### config.mk
export PLATFORM = sky130hd
export DESIGN_NAME = mips_multicycle_core_flat
export DESIGN_NICKNAME = d
export VERILOG_FILES = /design/src/rtl/mips_multicycle_core_if.sv /design/src/rtl/mips_multicycle_core.sv /design/src/flat_wrapper.sv
export SDC_FILE = /design/constraint.sdc
export NUM_CORES = 1
export LEC_CHECK = 0
export BUFFER_PORTS_ARGS = -buffer_cell sky130_fd_sc_hd__buf_4
export CORE_ASPECT_RATIO = 1.1
export CORE_MARGIN = 1.5
export CORE_UTILIZATION = 56
export CTS_CLUSTER_DIAMETER = 150
export DETAILED_ROUTE_END_ITERATION = 12
export GPL_TIMING_DRIVEN = 0
export PLACE_DENSITY = 0.73
export SETUP_SLACK_MARGIN = 0.1
export SKIP_CTS_REPAIR_TIMING = 1
export SLEW_MARGIN = 20
export SYNTH_ARGS = -nofsm -noshare
export SYNTH_HDL_FRONTEND = slang
export SYNTH_SLANG_ARGS = --single-unit
### constraint.sdc
create_clock -name clk -period 2.6 [get_ports clk]
set_input_delay 0.39 -clock clk [delete_from_list [all_inputs] [get_ports clk]]
set_output_delay 0.39 -clock clk [all_outputs]
set_load 0.05 [all_outputs]
### src/rtl/mips_multicycle_core_if.sv
// Host/debug/status bundle of mips_multicycle_core: program load, start, debug read, run status.
// master = host side (drives load/start/debug select), slave = core side.
interface mips_multicycle_core_if #(
  parameter int DATA_W     = 8,
  parameter int REG_AW     = 1,
  parameter int OFF_W      = 3,
  parameter int IMEM_DEPTH = 32,
  parameter int DMEM_DEPTH = 32
);
  localparam int PC_W    = $clog2(IMEM_DEPTH);
  localparam int DA_W    = $clog2(DMEM_DEPTH);
  localparam int AW      = (PC_W > DA_W) ? PC_W : DA_W;
  localparam int INSTR_W = 3 + 2 * REG_AW + OFF_W;
  localparam int HW      = (INSTR_W > DATA_W) ? INSTR_W : DATA_W;

  logic              start;
  logic              host_we;
  logic              host_sel;
  logic [AW-1:0]     host_addr;
  logic [HW-1:0]     host_wdata;
  logic [REG_AW-1:0] dbg_sel;
  logic [DATA_W-1:0] dbg_data;
  logic [PC_W-1:0]   pc;
  logic [2:0]        state;
  logic              busy;
  logic              halted;
  logic [15:0]       retired;

  modport master (
    output start, host_we, host_sel, host_addr, host_wdata, dbg_sel,
    input  dbg_data, pc, state, busy, halted, retired
  );

  modport slave (
    input  start, host_we, host_sel, host_addr, host_wdata, dbg_sel,
    output dbg_data, pc, state, busy, halted, retired
  );
endinterface

### src/rtl/mips_multicycle_core.sv
// Multicycle load/store/add/sub core, one FSM state per clock (LOAD 5, ADD/SUB/STORE 4, NOP/HALT 2 cycles).
// Host writes and start are ignored while busy; MIPS_CORE_BRANCH_EN turns opcode 101 into BEQ.
module mips_multicycle_core #(
  parameter int DATA_W     = 8,
  parameter int REG_AW     = 1,
  parameter int OFF_W      = 3,
  parameter int IMEM_DEPTH = 32,
  parameter int DMEM_DEPTH = 32
) (
  input  logic                 clk,
  input  logic                 rst,
  mips_multicycle_core_if.slave bus
);
  localparam int PC_W    = $clog2(IMEM_DEPTH);
  localparam int DA_W    = $clog2(DMEM_DEPTH);
  localparam int INSTR_W = 3 + 2 * REG_AW + OFF_W;
  localparam int NREG    = 1 << REG_AW;

  localparam logic [2:0] OP_LOAD  = 3'b001;
  localparam logic [2:0] OP_ADD   = 3'b010;
  localparam logic [2:0] OP_SUB   = 3'b011;
  localparam logic [2:0] OP_STORE = 3'b100;
  localparam logic [2:0] OP_BEQ   = 3'b101;
  localparam logic [2:0] OP_HALT  = 3'b111;

  typedef enum logic [2:0] {
    S_IDLE   = 3'd0,
    S_FETCH  = 3'd1,
    S_DECODE = 3'd2,
    S_EXEC   = 3'd3,
    S_MEM    = 3'd4,
    S_WB     = 3'd5,
    S_HALTED = 3'd6
  } state_t;

  state_t state_q, state_d;

  logic [INSTR_W-1:0] imem [IMEM_DEPTH];
  logic [DATA_W-1:0]  dmem [DMEM_DEPTH];
  logic [DATA_W-1:0]  regs [NREG];

  logic [PC_W-1:0]    pc_q;
  logic [INSTR_W-1:0] ir;
  logic [DATA_W-1:0]  a_q, b_q, alu_q, mdr_q;
  logic [DA_W-1:0]    addr_q;
  logic [15:0]        retired_q;

  logic [2:0]        op;
  logic [REG_AW-1:0] ra, rb;
  logic [OFF_W-1:0]  off;
  logic idle_like, accept, host_wr, exec_op, retire, dmem_we, reg_we;

  assign op  = ir[INSTR_W-1 -: 3];
  assign ra  = ir[OFF_W+REG_AW +: REG_AW];
  assign rb  = ir[OFF_W +: REG_AW];
  assign off = ir[OFF_W-1:0];

  assign idle_like = (state_q == S_IDLE) || (state_q == S_HALTED);
  assign accept    = idle_like && bus.start;
  assign host_wr   = idle_like && bus.host_we;

`ifdef MIPS_CORE_BRANCH_EN
  logic take_branch;
  assign exec_op = (op == OP_LOAD) || (op == OP_STORE) || (op == OP_ADD) ||
                   (op == OP_SUB) || (op == OP_BEQ);
  assign take_branch = (state_q == S_EXEC) && (op == OP_BEQ) && (a_q == b_q);
`else
  assign exec_op = (op == OP_LOAD) || (op == OP_STORE) || (op == OP_ADD) || (op == OP_SUB);
`endif

  always_ff @(posedge clk or negedge rst) begin
    if (!rst) state_q <= S_IDLE;
    else      state_q <= state_d;
  end

  always_comb begin
    state_d = state_q;
    retire  = 1'b0;
    dmem_we = 1'b0;
    reg_we  = 1'b0;
    case (state_q)
      S_IDLE, S_HALTED: if (bus.start) state_d = S_FETCH;
      S_FETCH: state_d = S_DECODE;
      S_DECODE: begin
        if (op == OP_HALT) state_d = S_HALTED;
        else if (exec_op)  state_d = S_EXEC;
        else begin
          state_d = S_FETCH;
          retire  = 1'b1;
        end
      end
      S_EXEC: begin
        if ((op == OP_LOAD) || (op == OP_STORE))   state_d = S_MEM;
        else if ((op == OP_ADD) || (op == OP_SUB)) state_d = S_WB;
        else begin
          state_d = S_FETCH;
          retire  = 1'b1;
        end
      end
      S_MEM: begin
        if (op == OP_STORE) begin
          dmem_we = 1'b1;
          retire  = 1'b1;
          state_d = S_FETCH;
        end else begin
          state_d = S_WB;
        end
      end
      S_WB: begin
        reg_we  = 1'b1;
        retire  = 1'b1;
        state_d = S_FETCH;
      end
      default: state_d = S_IDLE;
    endcase
  end

  always_ff @(posedge clk or negedge rst) begin
    if (!rst) begin
      pc_q      <= '0;
      ir        <= '0;
      a_q       <= '0;
      b_q       <= '0;
      alu_q     <= '0;
      mdr_q     <= '0;
      addr_q    <= '0;
      retired_q <= '0;
      for (int i = 0; i < NREG; i++) regs[i] <= '0;
    end else begin
      if (accept) pc_q <= '0;
      if (state_q == S_FETCH) begin
        ir   <= imem[pc_q];
        pc_q <= pc_q + PC_W'(1);
      end
      if (state_q == S_DECODE) begin
        a_q <= regs[ra];
        b_q <= regs[rb];
      end
      if (state_q == S_EXEC) begin
        alu_q  <= (op == OP_SUB) ? (a_q - b_q) : (a_q + b_q);
        // Address arithmetic wraps at DMEM_DEPTH regardless of DATA_W.
        addr_q <= DA_W'(b_q) + DA_W'($signed(off));
      end
`ifdef MIPS_CORE_BRANCH_EN
      if (take_branch) pc_q <= pc_q + PC_W'($signed(off));
`endif
      if ((state_q == S_MEM) && (op == OP_LOAD)) mdr_q <= dmem[addr_q];
      if (reg_we) regs[ra] <= (op == OP_LOAD) ? mdr_q : alu_q;
      if (retire && (retired_q != 16'hFFFF)) retired_q <= retired_q + 16'd1;
    end
  end

  // Memory contents survive reset, so these arrays sit outside the reset domain.
  always_ff @(posedge clk) begin
    if (host_wr && !bus.host_sel)
      imem[bus.host_addr[PC_W-1:0]] <= bus.host_wdata[INSTR_W-1:0];
    if (dmem_we)
      dmem[addr_q] <= a_q;
    else if (host_wr && bus.host_sel)
      dmem[bus.host_addr[DA_W-1:0]] <= bus.host_wdata[DATA_W-1:0];
  end

  assign bus.dbg_data = regs[bus.dbg_sel];
  assign bus.pc       = pc_q;
  assign bus.state    = state_q;
  assign bus.busy     = !idle_like;
  assign bus.halted   = (state_q == S_HALTED);
  assign bus.retired  = retired_q;
endmodule
### src/flat_wrapper.sv
// flat-port wrapper written by rule: the top's interface ports become plain ports
module mips_multicycle_core_flat 
#(
  parameter int DATA_W     = 8,
  parameter int REG_AW     = 1,
  parameter int OFF_W      = 3,
  parameter int IMEM_DEPTH = 32,
  parameter int DMEM_DEPTH = 32
)
  (clk, rst, bus_start, bus_host_we, bus_host_sel, bus_host_addr, bus_host_wdata, bus_dbg_sel, bus_dbg_data, bus_pc, bus_state, bus_busy, bus_halted, bus_retired);
  mips_multicycle_core_if #(.DATA_W(DATA_W), .REG_AW(REG_AW), .OFF_W(OFF_W), .IMEM_DEPTH(IMEM_DEPTH), .DMEM_DEPTH(DMEM_DEPTH)) bus_i ();
  input  logic clk;
  input  logic rst;
  input wire logic [$bits(bus_i.start)-1:0] bus_start;
  input wire logic [$bits(bus_i.host_we)-1:0] bus_host_we;
  input wire logic [$bits(bus_i.host_sel)-1:0] bus_host_sel;
  input wire logic [$bits(bus_i.host_addr)-1:0] bus_host_addr;
  input wire logic [$bits(bus_i.host_wdata)-1:0] bus_host_wdata;
  input wire logic [$bits(bus_i.dbg_sel)-1:0] bus_dbg_sel;
  output wire logic [$bits(bus_i.dbg_data)-1:0] bus_dbg_data;
  output wire logic [$bits(bus_i.pc)-1:0] bus_pc;
  output wire logic [$bits(bus_i.state)-1:0] bus_state;
  output wire logic [$bits(bus_i.busy)-1:0] bus_busy;
  output wire logic [$bits(bus_i.halted)-1:0] bus_halted;
  output wire logic [$bits(bus_i.retired)-1:0] bus_retired;
  assign bus_i.start = bus_start;
  assign bus_i.host_we = bus_host_we;
  assign bus_i.host_sel = bus_host_sel;
  assign bus_i.host_addr = bus_host_addr;
  assign bus_i.host_wdata = bus_host_wdata;
  assign bus_i.dbg_sel = bus_dbg_sel;
  assign bus_dbg_data = bus_i.dbg_data;
  assign bus_pc = bus_i.pc;
  assign bus_state = bus_i.state;
  assign bus_busy = bus_i.busy;
  assign bus_halted = bus_i.halted;
  assign bus_retired = bus_i.retired;
  mips_multicycle_core #(.DATA_W(DATA_W), .REG_AW(REG_AW), .OFF_W(OFF_W), .IMEM_DEPTH(IMEM_DEPTH), .DMEM_DEPTH(DMEM_DEPTH)) u_core (.clk(clk), .rst(rst), .bus(bus_i));
endmodule
==> impl_results.rst <==
.. list-table::
   :header-rows: 1

   * - Metric
     - Value
   * - Via count of the first global-routing pass
     - 13100
   * - Total DRC errors in the routed layout
     - 0
   * - I/O pins
     - 53
   * - Final-report hold violation count
     - 0
   * - Number of warnings printed during yosys synthesis
     - 0
   * - DIE AREA
     - 0.0451 mm²
   * - Largest family of logic cells by synthesized area
     - multiplexers
   * - Clock buffer count from CTS
     - 56
   * - Category of the worst setup path capture point
     - register
   * - Final-stage net count
     - 1541
   * - Cell occurring most often along the worst timing path
     - sky130_fd_sc_hd__o21ai_1
   * - Worst Clk Skew
     - 0.0204 ns
   * - Worst path cell trace
     - buf_6 -> and2b_2 -> nand2_4 -> o31ai_4 -> xor2_1 -> ha_1 -> o21ai_1 -> a21oi_2 -> or4_4 -> a31oi_4 -> xnor2_1 -> o21ai_1
   * - Cell at the slowest stage of the critical path
     - sky130_fd_sc_hd__or4_4
   * - Max-slew violations
     - 0
   * - Summed negative setup slack over all endpoints
     - -0.0483 ns
   * - Antenna Violating Nets Remaining
     - 0
   * - Final Worst Setup Slack
     - -0.0483 ns
   * - Number of vias per cell
     - 6.26
   * - First-pass detailed-route iteration total
     - 5
   * - Buffers plus inverters on the worst setup path
     - 1
   * - Area share of fa/ha/maj cells after synthesis
     - 0.877%
   * - Origin of the worst min-delay path
     - bus_start
   * - Critical Path Max Stage Delay
     - 0.52 ns
   * - Worst reg2reg path startpoint
     - u_core.ir[5]
   * - Reported net switching power
     - 10.4 mW
   * - Required arrival time at the worst endpoint
     - 3.09 ns
   * - Top_reg_cell synth
     - sky130_fd_sc_hd__edfxtp_1
   * - Cell family contributing the most delay on the critical path
     - simple AND/OR/NAND/NOR gates
   * - P_int
     - 20.8 mW
   * - Netlist area before placement
     - 0.0245 mm²
   * - Number of synthesized flops with an enable pin
     - 512
   * - Sequential-to-total area share from yosys stat
     - 71.3%
   * - CTS tree
     - yes
   * - Pin count of the biggest net entering global routing
     - 86
   * - Fin crit period
     - 2.65 ns
   * - Portion of total power attributed to combinational logic
     - 34.3%
   * - Power density normalized to cell area
     - 1090 mW/mm²
   * - Die X-Extent
     - 203 µm
   * - Critical path origin
     - u_core.ir[5]
   * - Final setup violation count
     - 1
   * - Cell area after layout
     - 0.0287 mm²
   * - Detailed Route Iter0 Violations
     - 1225
   * - Starting density of the core
     - 56.6%
   * - Fraction of power consumed by the clock network
     - 26.3%
   * - Clock transition time at the flip-flop clock pins of the worst setup and hold paths
     - 0.07 ns
   * - Share of synthesized cell area in and, or, nand and nor gates
     - 5.29%
   * - Ratio of final minimum period to clock period
     - 102%
   * - Number of instances in the synthesized netlist
     - 1369
   * - Least-Margin Pin Slew
     - 0.850 ns
   * - Flop pwr share
     - 39.5%
   * - Peak supply drop
     - 0.851 mV
   * - H-tree Lvls
     - 2
   * - Overall track demand over capacity in global routing
     - 24.8%
   * - Slew margin rel.
     - 43.2%
   * - Placer Congestion
     - 0.858
   * - Peak clock frequency supported by timing
     - 0.378 GHz
   * - Post-synthesis register bit count
     - 597
   * - Path type of the worst min-delay path
     - in -> reg
   * - Proportion of synthesized area in mux cells
     - 14.7%
   * - Placed Instance Area
     - 0.0256 mm²
   * - Number of antenna violations at the first check in global routing
     - 2
   * - Run status
     - finished with violations
   * - Height of the die
     - 223 µm
   * - Worst setup timing slack at the placement stage
     - -0.553 ns
   * - Static leakage
     - 9.62 nW
   * - Global-route wire length before repair
     - 82400 µm
   * - Switching part of the total power
     - 33.5%
   * - Syn-to-layout area delta
     - 16.8%
   * - Placeable core region
     - 0.0433 mm²
   * - Number of unique standard cell types used by synthesis
     - 59
   * - Layout cells sized above 1
     - 29.1%
   * - Source-to-sink clock delay at the later pin of the worst-skew pair
     - 0.61 ns
   * - Number of standard-cell rows in the floorplan
     - 80
   * - Violated checks
     - negative setup slack
   * - Fraction of registers with async set/reset
     - 14.2%
   * - Unrepaired setup endpoints after global routing
     - yes
   * - Placed wire-length estimate after detailed placement
     - 35400 µm
   * - Syn nets
     - 1404
   * - Routed wire length
     - 56100 µm
   * - Master cell of the clock root buffer
     - sky130_fd_sc_hd__clkbuf_16
   * - Reported max-cap violation count
     - 0
   * - Global-route congestion overflow total
     - 0
   * - Post-layout total power
     - 31.2 mW
   * - Data arrival at the endpoint of the critical path
     - 3.14 ns
   * - Compound-Gate Fraction of Synth Area
     - 4.38%
   * - Xor and xnor area share after synthesis
     - 1.21%
   * - Critical Setup Path Class
     - reg -> reg
   * - Type of element launching the critical path
     - register
   * - Critical-path maximum fanout
     - 6
   * - Clk sinks
     - 597
   * - Vias
     - 13300
   * - Average cell area after synthesis
     - 17.9 µm²
   * - Count of buffers from port buffering
     - 51
   * - Routed len/inst
     - 26.4 µm
   * - Final Core Density
     - 66.1%
   * - CTS max path bufs
     - 3
[stage by stage]
stage	hold slack, ns	std cells
after CTS	0.0138	2099
final	0.119	2128
after global routing	0.118	2127
after floorplan	0.0944	1369
after global placement	0.469	1994
after detailed placement	0.470	1994
[synth_stat cells (11+ instances only)]
cell	count	area share, %
sky130_fd_sc_hd__clkbuf_1	24	0.37
sky130_fd_sc_hd__nand2b_1	11	0.28
sky130_fd_sc_hd__nand3_1	12	0.24
sky130_fd_sc_hd__a21oi_1	64	1.3
sky130_fd_sc_hd__mux4_1	33	3.5
sky130_fd_sc_hd__mux2_2	25	1.1
sky130_fd_sc_hd__nor2_1	121	1.9
sky130_fd_sc_hd__nor2b_1	15	0.38
sky130_fd_sc_hd__xor2_1	25	0.89
sky130_fd_sc_hd__mux4_2	95	8.7
sky130_fd_sc_hd__a211oi_1	11	0.34
sky130_fd_sc_hd__nor3_1	11	0.22
sky130_fd_sc_hd__edfxtp_1	512	63
sky130_fd_sc_hd__o22ai_1	32	0.82
sky130_fd_sc_hd__a22oi_1	16	0.49
sky130_fd_sc_hd__buf_2	20	0.41
sky130_fd_sc_hd__ha_1	14	0.71
sky130_fd_sc_hd__inv_1	12	0.18
sky130_fd_sc_hd__nand2_1	56	0.86
sky130_fd_sc_hd__o21ai_0	31	0.63
sky130_fd_sc_hd__mux2i_1	33	1.3
sky130_fd_sc_hd__dfrtp_1	85	8.7
[worst paths after layout]
path	slack [ns]	cells after the start	endpoint
max in group asynchronous	1.59	2	u_core.b_q[0]
worst min-delay path	0.12	3	u_core.bus.state[0]
worst max register to register	-0.05	12	u_core.alu_q[7]
min in group asynchronous	0.41	2	u_core.bus.retired[13]
worst max-delay path	-0.05	12	u_core.alu_q[7]
worst min register to register	0.49	2	u_core.mdr_q[5]
[area by class of cell]
type,instances,area (µm²)
sequential,597,17500
fill,2788,14700
multi-input combinational,687,7260
clock buffer,63,1440
timing repair buffer,79,774
tap,574,718
buffer,73,529
clock inverter,42,393
inverter,12,45.0
antenna,1,2.50
[logic make-up after synthesis]
family	after synthesis
buf+inv	85
simple gates	272
mux	186
flops	597
xor+xnor	34
fa+ha+maj	16
compound gates	179
[power groups by stage]
stage	combinational, mW	sequential (mW)	clock [mW]
6_report	10.7	12.3	8.20
2_1_floorplan	6.69	12.5	0
3_5_place_dp	9.70	12.5	0
4_1_cts	9.78	12.3	8.27
5_1_grt	11.5	12.4	8.63
3_3_place_gp	9.52	12.5	0
[sequential cells by signal, summed over array words and instances, names as in the netlist]
signal / count
u_core.bus.retired: 16
u_core.alu_q: 8
u_core.bus.state: 3
u_core.dmem: 256
u_core.bus.pc: 5
u_core.ir: 8
u_core.imem: 256
u_core.mdr_q: 8
u_core.regs: 16
u_core.a_q: 8
u_core.addr_q: 5
u_core.b_q: 8
[layer usage]
metal	global-route usage, %	share of wire (%)	vias up
met5	0	0.023	-
met4	7.17	2.3	2
met3	4.55	7.3	90
met2	40.4	50	578
met1	34.7	40	6881
li1	-	-	5760
[cell usage in the layout (no fill, tap or decap), drive strengths merged, types with 4 or more instances in the layout]
cell | synthesis | final
buf | 48 | 127
mux2i | 33 | 33
nor4 | 4 | 4
a211oi | 11 | 11
nor3 | 12 | 12
clkbuf | 25 | 87
edfxtp | 512 | 512
nand2 | 56 | 56
or4 | 10 | 10
xnor2 | 9 | 9
nor2 | 121 | 121
a31oi | 5 | 5
nand3b | 5 | 5
o21ai | 37 | 37
nand3 | 13 | 13
clkinv | 0 | 32
mux4 | 128 | 128
a21oi | 64 | 64
a22oi | 16 | 16
and2 | 4 | 4
nand4 | 5 | 5
dfrtp | 85 | 85
inv | 12 | 15
nor2b | 15 | 15
xor2 | 25 | 25
nor3b | 4 | 4
nand2b | 11 | 11
o22ai | 32 | 32
ha | 14 | 14
bufinv | 0 | 7
mux2 | 25 | 25
[tightest hold or removal path, cell delays in order]
cell and delay, ns:
sky130_fd_sc_hd__buf_4 0.12, sky130_fd_sc_hd__nand2b_1 0.07, sky130_fd_sc_hd__a32oi_1 0.10
Power figures use the tool's default switching activity.
